<file path="src/rtl/find_stars_pkg.sv">
// Shared constants and types for the star-finding frame path.
// Frame geometry, pixel encoding and the scanner state machine live here.
package find_stars_pkg;

    localparam int unsigned WIDTH  = 160;
    localparam int unsigned HEIGHT = 120;
    localparam int unsigned XSZ    = 8;
    localparam int unsigned YSZ    = 7;
    localparam int unsigned ADDR_W = 15;
    localparam int unsigned COL_W  = 3;

    localparam logic [COL_W-1:0]  BG_COLOUR = 3'b000;
    localparam logic [ADDR_W-1:0] LAST_ADDR = ADDR_W'(WIDTH * HEIGHT - 1);

    typedef enum logic [1:0] {
        IDLE  = 2'd0,
        SCAN  = 2'd1,
        FOUND = 2'd2,
        DONE  = 2'd3
    } state_t;

    // One issued read travelling alongside the memory latency.
    typedef struct packed {
        logic              valid;
        logic [XSZ-1:0]    x;
        logic [YSZ-1:0]    y;
        logic [ADDR_W-1:0] addr;
    } pix_t;

    function automatic logic row_end(input logic [XSZ-1:0] x);
        return x == XSZ'(WIDTH - 1);
    endfunction

    function automatic logic last_row(input logic [YSZ-1:0] y);
        return y == YSZ'(HEIGHT - 1);
    endfunction

endpackage

</file>
<file path="src/rtl/raster_counter.sv">
// Raster-order x/y/address counter with row wrap and end-of-frame flag.
// The load port reloads the successor of a given position.
module raster_counter
    import find_stars_pkg::*;
(
    input  logic              clk,
    input  logic              reset,
    input  logic              clear,
    input  logic              step,
    input  logic              load,
    input  logic [XSZ-1:0]    ld_x,
    input  logic [YSZ-1:0]    ld_y,
    input  logic [ADDR_W-1:0] ld_addr,
    output logic [XSZ-1:0]    x,
    output logic [YSZ-1:0]    y,
    output logic [ADDR_W-1:0] addr,
    output logic              eof
);

    logic [XSZ-1:0]    x_q, x_d, src_x;
    logic [YSZ-1:0]    y_q, y_d, src_y;
    logic [ADDR_W-1:0] addr_q, addr_d, src_addr;
    logic              eof_q, eof_d;
    logic              at_row_end;
    logic              at_last;

    always_comb begin
        src_x      = load ? ld_x    : x_q;
        src_y      = load ? ld_y    : y_q;
        src_addr   = load ? ld_addr : addr_q;
        at_row_end = row_end(src_x);
        at_last    = at_row_end && last_row(src_y);

        x_d    = x_q;
        y_d    = y_q;
        addr_d = addr_q;
        eof_d  = eof_q;

        if (clear) begin
            x_d    = '0;
            y_d    = '0;
            addr_d = '0;
            eof_d  = 1'b0;
        end else if (load || (step && !eof_q)) begin
            // The last pixel has no successor: park on it and flag end of frame.
            if (at_last) begin
                x_d    = src_x;
                y_d    = src_y;
                addr_d = src_addr;
                eof_d  = 1'b1;
            end else begin
                x_d    = at_row_end ? '0 : src_x + 1'b1;
                y_d    = at_row_end ? src_y + 1'b1 : src_y;
                addr_d = src_addr + 1'b1;
                eof_d  = 1'b0;
            end
        end
    end

    always_ff @(posedge clk or posedge reset) begin
        if (reset) begin
            x_q    <= '0;
            y_q    <= '0;
            addr_q <= '0;
            eof_q  <= 1'b0;
        end else begin
            x_q    <= x_d;
            y_q    <= y_d;
            addr_q <= addr_d;
            eof_q  <= eof_d;
        end
    end

    assign x    = x_q;
    assign y    = y_q;
    assign addr = addr_q;
    assign eof  = eof_q;

endmodule

</file>
<file path="src/rtl/frame_scanner.sv">
// Scans the star frame memory in raster order and reports each non-background
// pixel as a held hit until the consumer acknowledges it with resume.
module frame_scanner
    import find_stars_pkg::*;
(
    input  logic              clk,
    input  logic              reset,
    input  logic              go,
    input  logic              resume,
    output logic [ADDR_W-1:0] rdAddr,
    input  logic [COL_W-1:0]  rdData,
    output logic [XSZ-1:0]    xOut,
    output logic [YSZ-1:0]    yOut,
    output logic              starFound,
    output logic              busy,
    output logic              done
);

    state_t            state_q, state_d;
    pix_t              shadow_q, shadow_d;
    logic [XSZ-1:0]    x_out_q, x_out_d;
    logic [YSZ-1:0]    y_out_q, y_out_d;

    logic [XSZ-1:0]    cnt_x;
    logic [YSZ-1:0]    cnt_y;
    logic [ADDR_W-1:0] cnt_addr;
    logic              cnt_eof;
    logic              cnt_clear, cnt_step, cnt_load;
    logic              scanning, hit, frame_end;

    raster_counter u_raster_counter (
        .clk     (clk),
        .reset   (reset),
        .clear   (cnt_clear),
        .step    (cnt_step),
        .load    (cnt_load),
        .ld_x    (shadow_q.x),
        .ld_y    (shadow_q.y),
        .ld_addr (shadow_q.addr),
        .x       (cnt_x),
        .y       (cnt_y),
        .addr    (cnt_addr),
        .eof     (cnt_eof)
    );

    always_comb begin
        scanning  = (state_q == SCAN);
        hit       = scanning && shadow_q.valid && (rdData != BG_COLOUR);
        frame_end = scanning && shadow_q.valid && !hit && (shadow_q.addr == LAST_ADDR);

        cnt_clear = (state_q == IDLE) && go;
        cnt_step  = scanning && !hit && !cnt_eof;
        // The read already in flight on a hit is dropped; the counter is
        // rewound to the pixel after the hit so it is reissued on resume.
        cnt_load  = hit;

        shadow_d.valid = cnt_step;
        shadow_d.x     = cnt_x;
        shadow_d.y     = cnt_y;
        shadow_d.addr  = cnt_addr;

        x_out_d = hit ? shadow_q.x : x_out_q;
        y_out_d = hit ? shadow_q.y : y_out_q;

        state_d = state_q;
        case (state_q)
            IDLE:    if (go) state_d = SCAN;
            SCAN: begin
                if (hit)            state_d = FOUND;
                else if (frame_end) state_d = DONE;
            end
            FOUND:   if (resume) state_d = cnt_eof ? DONE : SCAN;
            DONE:    state_d = IDLE;
            default: state_d = IDLE;
        endcase
    end

    always_ff @(posedge clk or posedge reset) begin
        if (reset) begin
            state_q  <= IDLE;
            shadow_q <= '0;
            x_out_q  <= '0;
            y_out_q  <= '0;
        end else begin
            state_q  <= state_d;
            shadow_q <= shadow_d;
            x_out_q  <= x_out_d;
            y_out_q  <= y_out_d;
        end
    end

    assign rdAddr    = cnt_addr;
    assign xOut      = x_out_q;
    assign yOut      = y_out_q;
    assign starFound = (state_q == FOUND);
    assign busy      = (state_q == SCAN) || (state_q == FOUND);
    assign done      = (state_q == DONE);

endmodule

</file>
<file path="config.mk">
export PLATFORM = sky130hd
export DESIGN_NAME = frame_scanner
export DESIGN_NICKNAME = d
export VERILOG_FILES = /design/src/rtl/find_stars_pkg.sv /design/src/rtl/raster_counter.sv /design/src/rtl/frame_scanner.sv
export SDC_FILE = /design/constraint.sdc
export NUM_CORES = 1
export LEC_CHECK = 0
export ABC_AREA = 1
export CORE_MARGIN = 8
export CORE_UTILIZATION = 61
export DETAILED_ROUTE_END_ITERATION = 12
export PLACE_DENSITY = 0.84
export SLEW_MARGIN = 10
export SYNTH_ARGS = -nofsm -noshare
export SYNTH_HDL_FRONTEND = slang
export SYNTH_SLANG_ARGS = --single-unit
</file>
<file path="constraint.sdc">
create_clock -name clk -period 5.2 [get_ports clk]
set_input_delay 0.52 -clock clk [delete_from_list [all_inputs] [get_ports clk]]
set_output_delay 0.52 -clock clk [all_outputs]
set_load 0.01 [all_outputs]
</file>
==> reports/results.txt, run 1 <==
Die Width - 99.3 um
# rows - 30
YS warnings - 0
Placed Cells - 638
Avg Inst Size Synth - 7.95 sq um
CP Capture Point - u_raster_counter.x[4]
Hpwl dp - 6500 um
Remaining DRCs - 0
Die Ht - 99.3 um
Post-synthesis sequential area ratio - 0.468
Setup crit start - state_q[1]
Status - finished, final reports clean
Worst ir drop on vdd - 0.290 mV
Dpl cell area - 4600 sq um
Util after Layout - 0.709
Required @ worst endpoint - 5.46 ns
Post-CTS Setup Inserts - 0
Delay-heaviest family, CP - simple AND/OR/NAND/NOR gates
WS Path Type - reg -> reg
Core box area - 6760 sq um
Crit-path max FO - 58
Setup TNS - 0 ns
Inserted Clock Buffers - 9
Global route overflow - 0
Static leakage - 2.45 nW
Critical R2R Launch - state_q[1]
Most Frequent Cell on Critical Path - nand2_1
Fmax - 0.315 GHz
Violation count after the first detailed-route iteration - 222
Final ANT Viol Nets - 0
Drt total wl - 9460 um
Initial Util - 0.626
Share of cells above drive strength 1 - 0.111
Max-cap violations - 0
Vias in the first global route - 3433
GR Util All Layers - 0.200
Ys flop type - dfrtp_1
Worst-path cell chain - inv_1 > ha_1 > nand2_2 > clkinv_4 > nand2_4 > nand2_1 > nand2_1 > ha_1 > nand3_4 > nor2_8 > nand3_4 > inv_1 > nand2_1 > o211ai_1
Final net count - 583
1st-pass router iterations - 5
Syn nets - 546
PwrDens - 431 nW/um^2
Cells after Synth - 532
Yosys cell types - 37
Slew @ Worst Pin - 0.951 ns
CTS tree - done
Post-CTS Hold Buffers - 0
Slew margin rel. - 0.366
Non-filler instance count after layout - 654
Placer Congestion - 0.874
H-tree depth - 3
Reg-to-reg slack, setup - 2.03 ns
Critical path's slowest cell - nand2_4
Sinks on Clock Net - 79
Register clock-pin slew on the reported worst setup and hold paths - 0.07 ns
Synth Register Bits - 79
Post-synth top cells - nand2_1, dfrtp_1, nand3_1, inv_1, nor2_1
Synth async-reset ratio - 1.00
Clk_skew - 0.00675 ns
Startpoint types - register
Per-cell routed wire length - 14.5 um
Clock insertion delay at the later pin of the skew report - 0.34 ns
Endpoint class of the critical path - register
Post-cts sizing count - 0
Post-synth EDFFs - 0
Slowest cell delay on critical path - 0.54 ns
Max clock buf depth - 2
Port Buffers - 39
Synth top area cells - dfrtp_1, nand2_1, nand3_1
I/O pins - 40
Antenna cell count - 0
Final hold vios - 0
Design Power - 2.06 mW
Final instance area - 4790 sq um
Syn-to-layout area delta - 13.3%
Final setup violation count - 0
Fin crit share - 0.611
CP Depth - 14
CP arrival - 3.43 ns
First-pass GRT wire length - 16000 um
Yosys top cell by area - dfrtp_1
Synth Cell Area - 4230 sq um
RSZ-0062 raised after global routing - false
Reg2Reg Depth - 14
Bufs and invs on worst path - 3
Vias/cell - 5.49
Post-route minimum period - 3.17 ns
Initial antenna violation count - 0
Hold Crit Class - reg -> reg
Yosys top cell area share - 0.468
Max Slew Vio Count - 0
Largest net degree at the start of global routing - 80
DR vias - 3591
Most frequent cell after synthesis - nand2_1
Clock Tree Root - clkbuf_8
FF-to-FF End - u_raster_counter.x[4]
Die Area - 9850 sq um
## placed cells by master (no fill, tap or decap), drive strengths merged, types with 7 or more instances in the layout
cell type,n
dfrtp,79
clkdlybuf4s50,39
nand4,9
nand2,226
clkbuf,12
inv,50
nor2,39
nand3,64
ha,7
o21ai,21
## routing by layer
layer	vias up	track usage	share of wire
li1	1762	-	-
met1	1659	0.258	0.44
met2	150	0.316	0.47
met3	20	0.0356	0.065
met4	0	0.0966	0.022
met5	-	0	0
## cells by family (layout without fill, tap and decap cells)
logic type,Yosys count,in the layout,synth area share
AO/OA/AOI/OAI,35,35,0.0527
flip-flops,79,79,0.468
AND/OR/NAND/NOR,343,343,0.377
adder cells (fa/ha/maj),7,7,0.0207
XOR/XNOR,2,2,0.00414
buffers and inverters,66,108,0.0775
## power breakdown
part           switching [mW]  internal, mW  total (mW)
logic                   0.551         0.270       0.820
registers              0.0733         0.727       0.800
clock network           0.210         0.233       0.443
## registers in the layout, summed over array words and instances (netlist names)
signal / cells
u_raster_counter.eof: 1
u_raster_counter.addr: 15
yOut: 7
u_raster_counter.x: 8
shadow_q: 31
xOut: 8
state_q: 2
u_raster_counter.y: 7
## cell type report
cell class / count / area (sq um)
clock inverters: 4 / 45.0
multi-input cells: 387 / 1920
clock buffers: 12 / 145
inverters: 52 / 201
well taps: 80 / 100
repair buffers: 40 / 398
fillers: 526 / 1970
flip-flops and latches: 79 / 1980
## worst min path at each step
stage / from / endpoint / slack [ns] / depth (start not counted)
floorplan: u_raster_counter.y[0] / shadow_q[15] / 0.35 / 0
global placement: u_raster_counter.x[0] / shadow_q[22] / 0.36 / 0
detailed placement: u_raster_counter.x[6] / shadow_q[28] / 0.36 / 0
CTS: u_raster_counter.x[6] / shadow_q[28] / 0.38 / 0
global route: u_raster_counter.x[6] / shadow_q[28] / 0.40 / 0
finish: u_raster_counter.y[0] / shadow_q[15] / 0.38 / 0
## per-stage QoR
step / worst slack (ns) / hold slack, ns
floorplan: 2.66 / 0.354
global placement: 1.84 / 0.357
detailed placement: 1.68 / 0.364
CTS: 2.03 / 0.382
global route: 1.72 / 0.397
finish: 2.03 / 0.382
(Power assumes the default switching activity.)
==> run 2: changes to the inputs <==
--- a/config.mk
+++ b/config.mk
@@ -7,9 +7,9 @@
 export LEC_CHECK = 0
 export ABC_AREA = 1
 export CORE_MARGIN = 8
-export CORE_UTILIZATION = 61
+export CORE_UTILIZATION = 57
 export DETAILED_ROUTE_END_ITERATION = 12
-export PLACE_DENSITY = 0.84
+export PLACE_DENSITY = 0.79
 export SLEW_MARGIN = 10
 export SYNTH_ARGS = -nofsm -noshare
 export SYNTH_HDL_FRONTEND = slang
==> constraint.sdc (replaced) <==
create_clock -name clk -period 3.26 [get_ports clk]
set_input_delay 0.326 -clock clk [delete_from_list [all_inputs] [get_ports clk]]
set_output_delay 0.326 -clock clk [all_outputs]
set_load 0.01 [all_outputs]
==> reports/results.txt, run 2 (synthesized netlist as in run 1, its figures left out) <==
CTS tree - done
Sinks on Clock Net - 79 (unchanged)
WL met1 - 4220 um (+1.1%)
DR vias - 3557 (-0.95%)
1st-pass router iterations - 5 (unchanged)
Max Slew Vio Count - 0 (unchanged)
Syn-to-layout area delta - 15.8%
Remaining DRCs - 0 (unchanged)
Vias/cell - 5.25 (-4.5%)
Die Area - 10400 sq um (+5.9%)
Max reg flops - 31 (unchanged)
Static leakage - 2.49 nW (+1.8%)
WS Path Type - reg -> reg
Slew margin rel. - 0.561 (+0.195)
Antenna cell count - 0 (unchanged)
Share of cells above drive strength 1 - 0.119 (+0.00767)
Initial antenna violation count - 0 (unchanged)
GR Util All Layers - 0.204 (+0.00424)
Reg area - 1980 sq um (unchanged)
Required @ worst endpoint - 3.53 ns (-1.93 ns)
FF-to-FF End - u_raster_counter.x[4]
Most frequent cells in the layout - nand2_1, dfrtp_1, nand3_1, inv_1, clkdlybuf4s50_1
Final setup violation count - 0 (unchanged)
DR WL met3 - 423 um (-32%)
Endpoint class of the critical path - register
Crit-path max FO - 33 (-43%)
Hold Crit Class - in -> async
I/O pins - 40 (unchanged)
Post-cts sizing count - 0 (unchanged)
Met2 Wirelength - 4670 um (+4.6%)
Global route overflow - 0 (unchanged)
Fmax - 0.368 GHz (+17%)
Final net count - 588 (+0.86%)
Max-cap violations - 0 (unchanged)
Reg-to-reg slack, setup - 0.54 ns (-1.48 ns)
Drt total wl - 9580 um (+1.2%)
Footprint of the multi-input gates - 1920 sq um (unchanged)
Max clock buf depth - 2 (unchanged)
H-tree depth - 3 (unchanged)
First-pass GRT wire length - 16500 um (+3.5%)
CP arrival - 2.99 ns (-0.44 ns)
Initial Util - 0.586 (-0.0397)
PwrDens - 704 nW/um^2 (+63%)
Slew @ Worst Pin - 0.657 ns (-0.294 ns)
Placer Congestion - 0.927 (+6.1%)
Clock Tree Root - clkbuf_8
Max layer used - met4
Port Buffers - 39 (unchanged)
Final hold vios - 0 (unchanged)
Clk_skew - 0.0138 ns (+0.00708 ns)
Post-route minimum period - 2.72 ns (-0.457 ns)
Violation count after the first detailed-route iteration - 184 (-17%)
Largest net degree at the start of global routing - 39 (-51%)
RSZ-0062 raised after global routing - false
Post-CTS Setup Inserts - 0 (unchanged)
Core box area - 7210 sq um (+6.8%)
Setup crit start - state_q[1]
Final ANT Viol Nets - 0 (unchanged)
Largest reg by FF count - shadow_q
Dpl cell area - 4670 sq um (+1.6%)
Die Width - 102 um (+2.9%)
# rows - 31 (+3.3%)
Status - finished, final reports clean
Setup TNS - 0 ns (unchanged)
Per-cell routed wire length - 14.1 um (-2.3%)
Startpoint types - register
Reg2Reg Depth - 14 (unchanged)
Post-CTS Hold Buffers - 0 (unchanged)
Hpwl dp - 6820 um (+4.9%)
Vias in the first global route - 3522 (+2.6%)
Fin crit share - 0.834 (+0.223)
Register clock-pin slew on the reported worst setup and hold paths - 0.08 ns (about the same)
Critical R2R Launch - state_q[1]
Die Ht - 102 um (+2.9%)
Clock insertion delay at the later pin of the skew report - 0.36 ns (+0.02 ns)
Most common cell after layout, fill and taps aside - nand2_1
Final instance area - 4900 sq um (+2.2%)
Inserted Clock Buffers - 9 (unchanged)
Worst ir drop on vdd - 0.416 mV (+43%)
FILL cells - 608 (+16%)
==> run 2: area by class of cell <==
cell class                      instances  area share
Sequential cell                        79       0.404
Clock inverter                          3      0.0133
Timing Repair Buffer                   45      0.0915
Clock buffer                           13      0.0324
Multi-Input combinational cell        387       0.393
Inverter                               52      0.0411
Tap cell                               99      0.0253
==> run 2: metrics by stage <==
stage | power [mW] | util | std cells | hold slack, ns | setup WS (ns)
3_3_place_gp | 2.60 | 0.648 | 662 | 0.358 | 0.482
5_1_grt | 3.68 | 0.679 | 678 | 0.387 | 0.247
3_5_place_dp | 2.64 | 0.648 | 662 | 0.368 | 0.409
6_report | 3.45 | 0.679 | 678 | 0.361 | 0.542
2_1_floorplan | 2.23 | - | 532 | 0.354 | 0.855
4_1_cts | 3.47 | 0.679 | 678 | 0.379 | 0.554
==> run 2: routing by layer <==
metal | up-vias | track usage
met4 | 0 | 0.115
met1 | 1683 | 0.246
met3 | 21 | 0.0429
met5 | - | 0
met2 | 85 | 0.331
li1 | 1768 | -
==> run 2: worst max path at each step <==
stage,to,cells past startpoint
2_1_floorplan,u_raster_counter.addr[11],18
3_3_place_gp,u_raster_counter.addr[0],14
3_5_place_dp,u_raster_counter.addr[0],14
4_1_cts,u_raster_counter.addr[14],16
5_1_grt,u_raster_counter.addr[13],15
6_report,u_raster_counter.x[4],14
==> run 2: critical path, cell delays in order (launching register included) <==
cell and delay (ns):
dfrtp_1 0.36, inv_1 0.10, ha_1 0.23, nand2_2 0.13
clkinv_4 0.19, nand2_4 0.22, buf_12 0.21, nand2_1 0.09
nand2_1 0.15, nand3_2 0.13, nor2_4 0.17, nand3_4 0.24
inv_1 0.20, nand2_1 0.09, o211ai_1 0.12
==> run 2: where the power goes <==
part           total [mW]  internal (mW)  switching [mW]
clock network       0.818          0.473           0.345
registers            1.28           1.16           0.121
logic                1.35          0.465           0.885
==> run 3: changes to the inputs <==
==> constraint.sdc (replaced) <==
create_clock -name clk -period 2.7 [get_ports clk]
set_input_delay 0.27 -clock clk [delete_from_list [all_inputs] [get_ports clk]]
set_output_delay 0.27 -clock clk [all_outputs]
set_load 0.01 [all_outputs]
==> reports/results.txt, run 3 (synthesized netlist as in run 1, its figures left out) <==
Max Slew Vio Count - 0 (unchanged)
Setup crit start - state_q[1]
Vias/cell - 5.41 (+3.1%)
Max-cap violations - 0 (unchanged)
Die Width - 102 um (unchanged)
Largest net degree at the start of global routing - 42 (+7.7%)
Port Buffers - 39 (unchanged)
Final worst slack - 0.178 ns (-0.365 ns)
Dpl cell area - 4750 sq um (+1.7%)
Placer Congestion - 0.899 (-3.0%)
Startpoint types - register
Core box area - 7210 sq um (unchanged)
CP Depth - 15 (+1)
Crit-path max FO - 30 (-9.1%)
Max reg flops - 31 (unchanged)
DR vias - 3743 (+5.2%)
Vias in the first global route - 3655 (+3.8%)
Inserted Clock Buffers - 9 (unchanged)
1st-pass router iterations - 7 (+2)
Fin crit share - 0.934 (+0.101)
CP Capture Point - u_raster_counter.addr[4]
Slowest cell delay on critical path - 0.40 ns (+0.04 ns)
Critical path's slowest cell - dfrtp_1
Required @ worst endpoint - 3.00 ns (-0.53 ns)
Clock insertion delay at the later pin of the skew report - 0.36 ns (about the same)
Violation count after the first detailed-route iteration - 162 (-12%)
Register clock-pin slew on the reported worst setup and hold paths - 0.08 ns (about the same)
GR Util All Layers - 0.208 (+0.00391)
Status - finished, final reports clean
Final setup violation count - 0 (unchanged)
Per-cell routed wire length - 14.6 um (+3.6%)
Die Area - 10400 sq um (unchanged)
Global route overflow - 0 (unchanged)
Delay-heaviest family, CP - simple AND/OR/NAND/NOR gates
Worst ir drop on vdd - 0.554 mV (+33%)
Drt total wl - 10100 um (+5.7%)
Place WS - 0.0835 ns (-0.325 ns)
WS Path Type - reg -> reg
Final ANT Viol Nets - 0 (unchanged)
I/O pins - 40 (unchanged)
# rows - 31 (unchanged)
Final net count - 602 (+2.4%)
Die Ht - 102 um (unchanged)
Max clock buf depth - 2 (unchanged)
Final hold vios - 0 (unchanged)
Share of cells above drive strength 1 - 0.152 (+0.0326)
First-pass GRT wire length - 16900 um (+2.4%)
Hpwl dp - 7020 um (+3.0%)
Critical R2R Launch - state_q[1]
Endpoint class of the critical path - register
Post-route minimum period - 2.52 ns (-0.195 ns)
Reg-to-reg slack, setup - 0.18 ns (-0.36 ns)
Bufs and invs on worst path - 3 (-1)
Reg2Reg Depth - 15 (+1)
Syn-to-layout area delta - 19.4%
Slew @ Worst Pin - 0.683 ns (+0.0256 ns)
CTS tree - done
Initial antenna violation count - 0 (unchanged)
Remaining DRCs - 0 (unchanged)
Most Frequent Cell on Critical Path - nand2_1
Static leakage - 2.55 nW (+2.2%)
Most common cell after layout, fill and taps aside - nand2_1
Sinks on Clock Net - 79 (unchanged)
FF-to-FF End - u_raster_counter.addr[4]
Util after Layout - 0.700 (+0.0208)
Slew margin rel. - 0.544 (-0.0171)
Worst-path cell chain - inv_1 > ha_1 > nand2_2 > inv_8 > nand2_4 > buf_12 > nand2_1 > nand2_1 > nor2_1 > nand2_1 > nor2_4 > nand2_2 > nand2_1 > nand4_1 > nand2_1
Largest reg by FF count - shadow_q
Fmax - 0.396 GHz (+7.7%)
Initial Util - 0.586 (unchanged)
PwrDens - 841 nW/um^2 (+19%)
Final instance area - 5050 sq um (+3.1%)
CP arrival - 2.83 ns (-0.16 ns)
Clock Tree Root - clkbuf_8
Hold Crit Class - in -> async
Most frequent cells in the layout - nand2_1, dfrtp_1, nand3_1, inv_1, clkdlybuf4s50_1
Clk_skew - 0.00908 ns (-0.00475 ns)
Antenna cell count - 0 (unchanged)
Setup TNS - 0 ns (unchanged)
H-tree depth - 3 (unchanged)
run 3: cell types whose count changed in the layout (fill, tap and decap cells not counted), sizes merged:
cell / delta
inv: +1
clkinv: +2
buf: +12
clkbuf: -4
nand3: +2
clkinvlp: +1
run 3: per-stage QoR:
| step | hold WS (ns) | std cells | power (mW) |
|---|---|---|---|
| after floorplan | 0.354 | 532 | 2.69 |
| after global placement | 0.362 | 671 | 3.24 |
| after detailed placement | 0.369 | 671 | 3.28 |
| after CTS | 0.321 | 687 | 4.25 |
| after global routing | 0.373 | 692 | 4.54 |
| final | 0.307 | 692 | 4.25 |
run 3: per-layer routing:
metal  GRT usage  vias up  wire, um
met4       0.106        0       294
met3      0.0313       26       546
met5           0        -         0
met1       0.258     1801      4330
met2       0.343      114      4960
li1            -     1802         -
run 3: worst reg2reg max path: stages (launching register included):
cell	delay (ns)
dfrtp_1	0.40
inv_1	0.14
ha_1	0.20
nand2_2	0.12
inv_8	0.13
nand2_4	0.10
buf_12	0.18
nand2_1	0.10
nand2_1	0.16
nor2_1	0.21
nand2_1	0.12
nor2_4	0.17
nand2_2	0.12
nand2_1	0.08
nand4_1	0.14
nand2_1	0.11
run 3: worst min-delay path by stage:
stage | from | end | slack (ns) | depth (start not counted)
after global placement | u_raster_counter.x[6] | shadow_q[28] | 0.36 | 0
after CTS | reset | xOut[4] | 0.32 | 2
after global routing | reset | u_raster_counter.x[4] | 0.37 | 2
final | reset | xOut[4] | 0.31 | 2
after floorplan | u_raster_counter.y[0] | shadow_q[15] | 0.35 | 0
after detailed placement | u_raster_counter.x[6] | shadow_q[28] | 0.37 | 0
run 3: layout make-up:
type | count | area (sq um)
sequential | 79 | 1980
tap | 99 | 124
multi-input combinational | 389 | 1980
fill | 623 | 2170
clock buffer | 9 | 124
timing repair buffer | 57 | 551
inverter | 52 | 204
clock inverter | 7 | 87.6
run 3: power breakdown:
group / internal, mW / switching (mW) / leakage [nW]
clock network: 0.514 / 0.449 / 0.109
registers: 1.40 / 0.147 / 1.07
logic: 0.642 / 1.09 / 1.37
run 3: what timing repair did:
item | in CTS | in global routing
hold buffers | 0 | 0
buffers inserted | 0 | 3
gates resized for setup | 0 | 10
endpoints found under the hold margin | 0 | 0
setup endpoints to repair | 0 | 25
